===== config.mk =====
export PLATFORM = sky130hd
export DESIGN_NAME = udp_tx_arbiter
export DESIGN_NICKNAME = d
export VERILOG_FILES = /design/src/rtl/udp_tx_arbiter.sv
export SDC_FILE = /design/constraint.sdc
export NUM_CORES = 1
export LEC_CHECK = 0
export ABC_AREA = 1
export BUFFER_PORTS_ARGS = -buffer_cell sky130_fd_sc_hd__buf_2
export CAP_MARGIN = 0
export CORE_ASPECT_RATIO = 0.75
export CORE_MARGIN = 2
export CORE_UTILIZATION = 50
export CTS_CLUSTER_DIAMETER = 80
export CTS_CLUSTER_SIZE = 14
export DETAILED_ROUTE_END_ITERATION = 8
export MAX_ROUTING_LAYER = met4
export PLACE_DENSITY = 0.87
export REMOVE_ABC_BUFFERS = 1
export SLEW_MARGIN = 15
export SYNTH_ARGS = -nofsm -noshare
export SYNTH_HDL_FRONTEND = slang
export SYNTH_SLANG_ARGS = --single-unit

===== constraint.sdc =====
create_clock -name clk -period 8.25 [get_ports clk]
set_input_delay 0 -clock clk [delete_from_list [all_inputs] [get_ports clk]]
set_output_delay 0 -clock clk [all_outputs]
set_load 0.05 [all_outputs]

===== src/rtl/udp_tx_arbiter.sv =====
// Two-port per-frame UDP transmit arbiter feeding the MAC tx_udp_* interface.
// Port 0 carries controller replies, port 1 the acquisition stream; a stall watchdog aborts hung frames.
module udp_tx_arbiter #(
    parameter int unsigned ROUND_ROBIN = 0,
    parameter int unsigned TIMEOUT     = 1024
) (
    input  logic        clk,
    input  logic        rst,
    input  logic [1:0]  s_hdr_valid,
    output logic [1:0]  s_hdr_ready,
    input  logic [63:0] s_ip_dest_ip,
    input  logic [31:0] s_udp_source_port,
    input  logic [31:0] s_udp_dest_port,
    input  logic [31:0] s_udp_length,
    input  logic [15:0] s_payload_tdata,
    input  logic [1:0]  s_payload_tvalid,
    output logic [1:0]  s_payload_tready,
    input  logic [1:0]  s_payload_tlast,
    input  logic [1:0]  s_payload_tuser,
    output logic        m_hdr_valid,
    input  logic        m_hdr_ready,
    output logic [31:0] m_ip_dest_ip,
    output logic [15:0] m_udp_source_port,
    output logic [15:0] m_udp_dest_port,
    output logic [15:0] m_udp_length,
    output logic [7:0]  m_payload_tdata,
    output logic        m_payload_tvalid,
    input  logic        m_payload_tready,
    output logic        m_payload_tlast,
    output logic        m_payload_tuser,
    output logic [1:0]  grant,
    output logic [15:0] abort_count
);
    localparam int unsigned CW = $clog2(TIMEOUT + 1);

    typedef enum logic [2:0] {StIdle, StHdr, StPayload, StAbort, StDrain} state_t;

    state_t        state;
    logic          sel;
    logic          rr_ptr;
    logic [CW-1:0] idle_cnt;

    logic any_req;
    logic win;
    logic src_valid;
    logic src_last;

    always_comb begin
        any_req   = |s_hdr_valid;
        src_valid = s_payload_tvalid[sel];
        src_last  = s_payload_tlast[sel];
        // rr_ptr names the port that wins the next contested grant
        if (ROUND_ROBIN != 0 && s_hdr_valid == 2'b11) begin
            win = rr_ptr;
        end else begin
            win = ~s_hdr_valid[0];
        end
    end

    always_comb begin
        s_hdr_ready      = '0;
        s_payload_tready = '0;
        m_payload_tdata  = '0;
        m_payload_tvalid = 1'b0;
        m_payload_tlast  = 1'b0;
        m_payload_tuser  = 1'b0;
        if (!rst) begin
            unique case (state)
                StIdle: begin
                    if (any_req) s_hdr_ready[win] = 1'b1;
                end
                StPayload: begin
                    m_payload_tdata       = sel ? s_payload_tdata[15:8] : s_payload_tdata[7:0];
                    m_payload_tvalid      = src_valid;
                    m_payload_tlast       = src_last;
                    m_payload_tuser       = s_payload_tuser[sel];
                    s_payload_tready[sel] = m_payload_tready;
                end
                StAbort: begin
                    m_payload_tvalid = 1'b1;
                    m_payload_tlast  = 1'b1;
                    m_payload_tuser  = 1'b1;
                end
                StDrain: begin
                    s_payload_tready[sel] = 1'b1;
                end
                default: ;
            endcase
        end
    end

    always_ff @(posedge clk or posedge rst) begin
        if (rst) begin
            state             <= StIdle;
            sel               <= 1'b0;
            rr_ptr            <= 1'b0;
            idle_cnt          <= '0;
            grant             <= '0;
            m_hdr_valid       <= 1'b0;
            m_ip_dest_ip      <= '0;
            m_udp_source_port <= '0;
            m_udp_dest_port   <= '0;
            m_udp_length      <= '0;
            abort_count       <= '0;
        end else begin
            unique case (state)
                StIdle: begin
                    if (any_req) begin
                        sel               <= win;
                        rr_ptr            <= ~win;
                        grant             <= win ? 2'b10 : 2'b01;
                        m_ip_dest_ip      <= win ? s_ip_dest_ip[63:32] : s_ip_dest_ip[31:0];
                        m_udp_source_port <= win ? s_udp_source_port[31:16]
                                                 : s_udp_source_port[15:0];
                        m_udp_dest_port   <= win ? s_udp_dest_port[31:16] : s_udp_dest_port[15:0];
                        m_udp_length      <= win ? s_udp_length[31:16] : s_udp_length[15:0];
                        m_hdr_valid       <= 1'b1;
                        state             <= StHdr;
                    end
                end
                StHdr: begin
                    if (m_hdr_ready) begin
                        m_hdr_valid <= 1'b0;
                        idle_cnt    <= '0;
                        state       <= StPayload;
                    end
                end
                StPayload: begin
                    if (src_valid) begin
                        // MAC backpressure is not a source stall
                        idle_cnt <= '0;
                        if (m_payload_tready && src_last) begin
                            grant <= '0;
                            state <= StIdle;
                        end
                    end else if (idle_cnt == CW'(TIMEOUT - 1)) begin
                        idle_cnt <= CW'(TIMEOUT);
                        state    <= StAbort;
                    end else begin
                        idle_cnt <= idle_cnt + CW'(1);
                    end
                end
                StAbort: begin
                    if (m_payload_tready) begin
                        if (abort_count != 16'hFFFF) abort_count <= abort_count + 16'd1;
                        state <= StDrain;
                    end
                end
                StDrain: begin
                    if (src_valid && src_last) begin
                        grant <= '0;
                        state <= StIdle;
                    end
                end
                default: state <= StIdle;
            endcase
        end
    end

endmodule

== Word-level counts from Yosys, hierarchy flattened ==
Cells that the tools add are included.

* Input port bits: 188
* Word-level logic and storage cells: 96
* Register bits after elaboration: 114

* Bitwise operators: 2
* Reduce and logical (&&, ||, !) cells: 15
* $lt $le $gt $ge: 4
* Equal/unequal tests: 14
* Add/sub/neg operators: 2
* Multiplexer cells: 49

{| class="wikitable"
|+ Operators with widths
! operator !! number
|-
| $mux 16 || 3
|-
| $mux 11 || 3
|-
| $mux 32 || 1
|-
| $mux 8 || 3
|-
| $pmux 11 s2 || 1
|-
| $mux 3 || 7
|-
| $mux 2 || 9
|-
| $add 16x1->16 const B || 1
|-
| $ne 16x16->1 const B || 1
|-
| $pmux 3 s5 || 1
|-
| $mux 1 || 13
|-
| $ne 2x2->1 const B || 6
|-
| $add 11x1->11 const B || 1
|-
| $eq 11x10->1 const B || 1
|-
| $pmux 1 s2 || 4
|-
| $eq 3x2->1 const B || 2
|-
| $ne 3x3->1 const B || 2
|-
| $pmux 2 s3 || 1
|-
| $reduce_and 3->1 || 2
|-
| $reduce_and 6->1 || 1
|-
| $reduce_and 5->1 || 1
|-
| $logic_and 1x1->1 || 4
|-
| $lt 1x2->1 const B || 2
|-
| $pmux 2 s2 || 1
|-
| other kinds (11) || 15
|}

== Longest topological paths before layout ==
* Depth in word-level cells: 8
* Mapped depth: 10
* Depth with buffers taken out: 9

== Least setup slack after synthesis ==
Ideal clock, no wire load.

* Path kind: input port to output port
* From: in rst
* To: out s_payload_tready[0]
* Path slack: 4.689 ns
* Stages on the path: 3
* Arrival time: 3.561 ns
* Path buffers: 0
* Cell sequence: inv_1 > a22oi_1 > nor2_1

* Word-level cells in the longest chain between the ends: 1

{| class="wikitable"
|+ Ends and longest elaborated chain
! item !! RTL line !! text
|-
| start, declared || 8 || <nowiki>input logic rst,</nowiki>
|-
| $mux 2 || 67 || <nowiki>if (!rst) begin</nowiki>
|-
| end, declared || 17 || <nowiki>output logic [1:0] s_payload_tready,</nowiki>
|}

Every way passes these cells.

== Worst setup path in the final report ==
* From: reg state[0]
* To: reg m_udp_source_port[15]

* Word-level cells in the longest chain between the ends: 2

{| class="wikitable"
|+ Ends and longest elaborated chain
! item !! RTL line !! text
|-
| start, declared || 38 || <nowiki>state_t state;</nowiki>
|-
| start signal, assigned || 94 || <nowiki>state <= StIdle;</nowiki>
|-
| start signal, assigned || 118 || <nowiki>state <= StHdr;</nowiki>
|-
| start signal, assigned || 125 || <nowiki>state <= StPayload;</nowiki>
|-
| $logic_not 3->1 || 106 || <nowiki>unique case (state)</nowiki>
|-
| $reduce_and 2->1 (no source line) || - ||
|-
| end signal, assigned || 113 || <nowiki>m_udp_source_port <= win ? s_udp_source_port[31:16]</nowiki>
|-
| end, declared || 23 || <nowiki>output logic [15:0] m_udp_source_port,</nowiki>
|}

Every way passes these cells.
A chain may end at the register's enable or synchronous reset.

==> out/results.ini <==
[synth]
ys_seq_area_share_pct = 47.4
ys_ff_latch = 114
syn_inst = 834
synth-compound-area-share_pct = 15.7
synth_xor_area_share_pct = 2.62
yosys.cell_types.count = 31
synth_warnings = 0
syn_area_um2 = 6020
synth_top_family_by_area = simple AND/OR/NAND/NOR gates
syn_area_per_cell_um2 = 7.22
synth_mux_area_share_pct = 0.166
synth_fa_ha_area_share_pct = 0.415
synthSimpleGateAreaFrac_pct = 24.0

[worst_setup_path]
r2r_end = m_udp_source_port[15]$_DFFE_PP0P_
r2r_setup_slack_ns = 5.84
cp-end-kind = flop
critical_path.top_delay_family = buffers and inverters
cp-start-kind = flop
cp_slowest_cell = buf_4
path_depth = 9
max_stage_delay_ns = 0.72
path_cells = nor2_2 > inv_2 > nor2_4 > inv_2 > nor2_4 > inv_4 > buf_4 > nand2_1 > o21ai_0
critPathLaunch = state[0]$_DFFE_PP0P_
r2r_start = state[0]$_DFFE_PP0P_
worstPathMaxFanout = 94
ff2ff_path_depth = 9
critical_path_class = flop to flop
crit_path_end = m_udp_source_port[15]$_DFFE_PP0P_
timing.critical_path.buf_inv = 4
critPathRequiredTime_ns = 8.54
cp.arrival_ns = 2.70

[placement]
detailed_place.area_um2 = 7590
hpwl_um = 12600
port_buffers = 301
gp_congestion = 0.871

[layout]
final_common_cell = buf_2
areaGrowthSynthToFinish_pct = 59.1
n_fill_cell = 675
nets = 1450
layout_common_cells = buf_2 (300), nand2_1 (295), o21ai_0 (173)
design_area_um2 = 9590
drive_gt1_share_pct = 27.6

[power]
p_leak_nw = 5.23
p_per_area_nw_per_um2 = 367
irDropWorstVdd_uv = 319

[cts]
htree_levels = 4
cts_root_buf = clkbuf_16
clkTransAtPathRegs_ns = 0.06
clk_path_buf_depth = 2
cts-resized-gates = 0
cts_sinks = 114
cts_tree = built
numCtsBuffers = 17
clkLatencyLatePin_ns = 0.41

[global_routing]
antenna_found_initial = 2
grt_pass1_wl_um = 38400
grt_max_degree = 95
grt_use_total_pct = 39.9
grt_overflow_total = 0
grt_pass1_vias = 7845

[detailed_routing]
routed_wl_um = 24400
ant_nets = 0
routedWlPerCell_um = 17.0
drc = 0
via_per_inst = 5.44
highest-signal-layer = met4
wl_met2_um = 11900
first_iter_violations = 711
dr_wl_met3_um = 2400
wl_met1_um = 8370
num_vias = 7797
drtPass1Iterations = 6

[floorplanning]
row_count = 34
start_util_pct = 51.7
die_w_um = 131
dieArea_um2 = 13000
coreArea_um2 = 11700
die_y_um = 99.1
pin_count = 302

[timing]
clock.fmax_mhz = 416
finClkSkew_ns = 0.0123
min_period_ns = 2.41
setup_violations = 0
worst_slew_pin_slew_ns = 0.786
slew_viol_final = 0
slew_headroom_pct = 47.6
rsz0062_at_grt = false
layout_worst_path_cycle_share_pct = 29.2
hold_viol = 0
tns_ns = 0

[worst_hold_path]
hold_class = input pin to flop

[job]
drv_cap = 0

[run_status]
status = complete, no violations

==> where the power goes <==
| part | switching (mW) | total, mW | leakage [nW] | internal, mW |
|---|---|---|---|---|
| sequential | 0.183 | 0.977 | 1.43 | 0.794 |
| clock | 0.263 | 0.725 | 0.272 | 0.462 |
| combinational | 1.40 | 1.82 | 3.54 | 0.415 |
==> final cells by class <==
| class | count | area, um^2 | area share (%) |
|---|---|---|---|
| Timing Repair Buffer | 446 | 2950 | 30.8 |
| Clock inverter | 9 | 109 | 1.14 |
| Tap cell | 162 | 203 | 2.11 |
| Antenna cell | 2 | 5.00 | 0.0522 |
| Sequential cell | 114 | 2850 | 29.8 |
| Multi-Input combinational cell | 572 | 2580 | 27.0 |
| Inverter | 109 | 414 | 4.32 |
| Clock buffer | 20 | 467 | 4.87 |
==> cells in the mapped netlist (all sizes together) <==
master / count / area share [%]
nand3b: 1 / 0.12
a21oi: 9 / 0.81
ha: 2 / 0.42
clkinv: 1 / 0.062
xor2: 7 / 1.0
clkbuf: 22 / 1.4
nor2: 44 / 3.1
inv: 108 / 6.7
a22oi: 1 / 0.12
o21bai: 1 / 0.12
nor3: 1 / 0.17
or2: 3 / 0.35
nand4: 6 / 0.62
nand3: 12 / 1.0
mux2i: 1 / 0.17
xnor2: 11 / 1.6
o21ai: 176 / 15
nand2: 297 / 19
buf: 17 / 1.6
dfrtp: 114 / 47
==> worst min path at each step <==
stage / startpoint / endpoint / slack [ns] / cells after the start
finish: s_udp_length[9] / m_udp_length[9]$_DFFE_PP0P_ / 0.02 / 5
global route: s_udp_length[10] / m_udp_length[10]$_DFFE_PP0P_ / 0.01 / 5
CTS: s_ip_dest_ip[25] / m_ip_dest_ip[25]$_DFFE_PP0P_ / 0.0005 / 5
detailed placement: rst / idle_cnt[10]$_DFFE_PP0P_ / 0.22 / 2
global placement: rst / idle_cnt[10]$_DFFE_PP0P_ / 0.21 / 2
floorplan: rst / s_hdr_ready[1] / 0.1 / 1
==> tightest hold or removal path: cells and delay by family <==
kind,cells,cell delay [ns]
buffers and inverters,2,0.13
AO/OA/AOI/OAI,2,0.19
AND/OR/NAND/NOR,1,0.03
==> through the flow <==
step | worst slack, ns | cells | util (%) | total power [mW] | hold slack, ns
3_3_place_gp | 6.14 | 1261 | 65.1 | 2.59 | 0.208
2_1_floorplan | 4.69 | 795 | - | 2.17 | 0.0961
4_1_cts | 6.00 | 1432 | 82.2 | 3.41 | 0.000462
5_1_grt | 5.67 | 1434 | 82.3 | 3.68 | 0.0115
3_5_place_dp | 6.02 | 1261 | 65.1 | 2.63 | 0.216
6_report | 5.84 | 1434 | 82.3 | 3.52 | 0.0174
==> flip-flops by register name, indices dropped and copies added, names as in the netlist <==
| signal | flops |
|---|---|
| m_udp_source_port | 16 |
| m_udp_dest_port | 16 |
| sel | 1 |
| state | 3 |
| m_ip_dest_ip | 32 |
| idle_cnt | 11 |
| grant | 2 |
| abort_count | 16 |
| m_hdr_valid | 1 |
| m_udp_length | 16 |
==> routing by layer <==
layer / up-vias / global-route usage (%)
met5: - / -
met4: 0 / 24.3
met3: 180 / 9.77
met2: 619 / 65.6
met1: 3546 / 43.5
li1: 3452 / -
==> cell families after synthesis <==
logic type	count (synthesis)
DFF	114
and+or+nand+nor	364
muxes	1
AOI/OAI and AO/OA	187
buffers and inverters	148
xor gates and xnor gates	18
adders and majority gates	2
==> what timing repair did <==
| item | in CTS | in global routing |
|---|---|---|
| setup buffers | 0 | 0 |
| hold buffers | 142 | 0 |
| hold endpoints to repair | 137 | 0 |
Note: power is estimated with default switching activity, not from simulation.
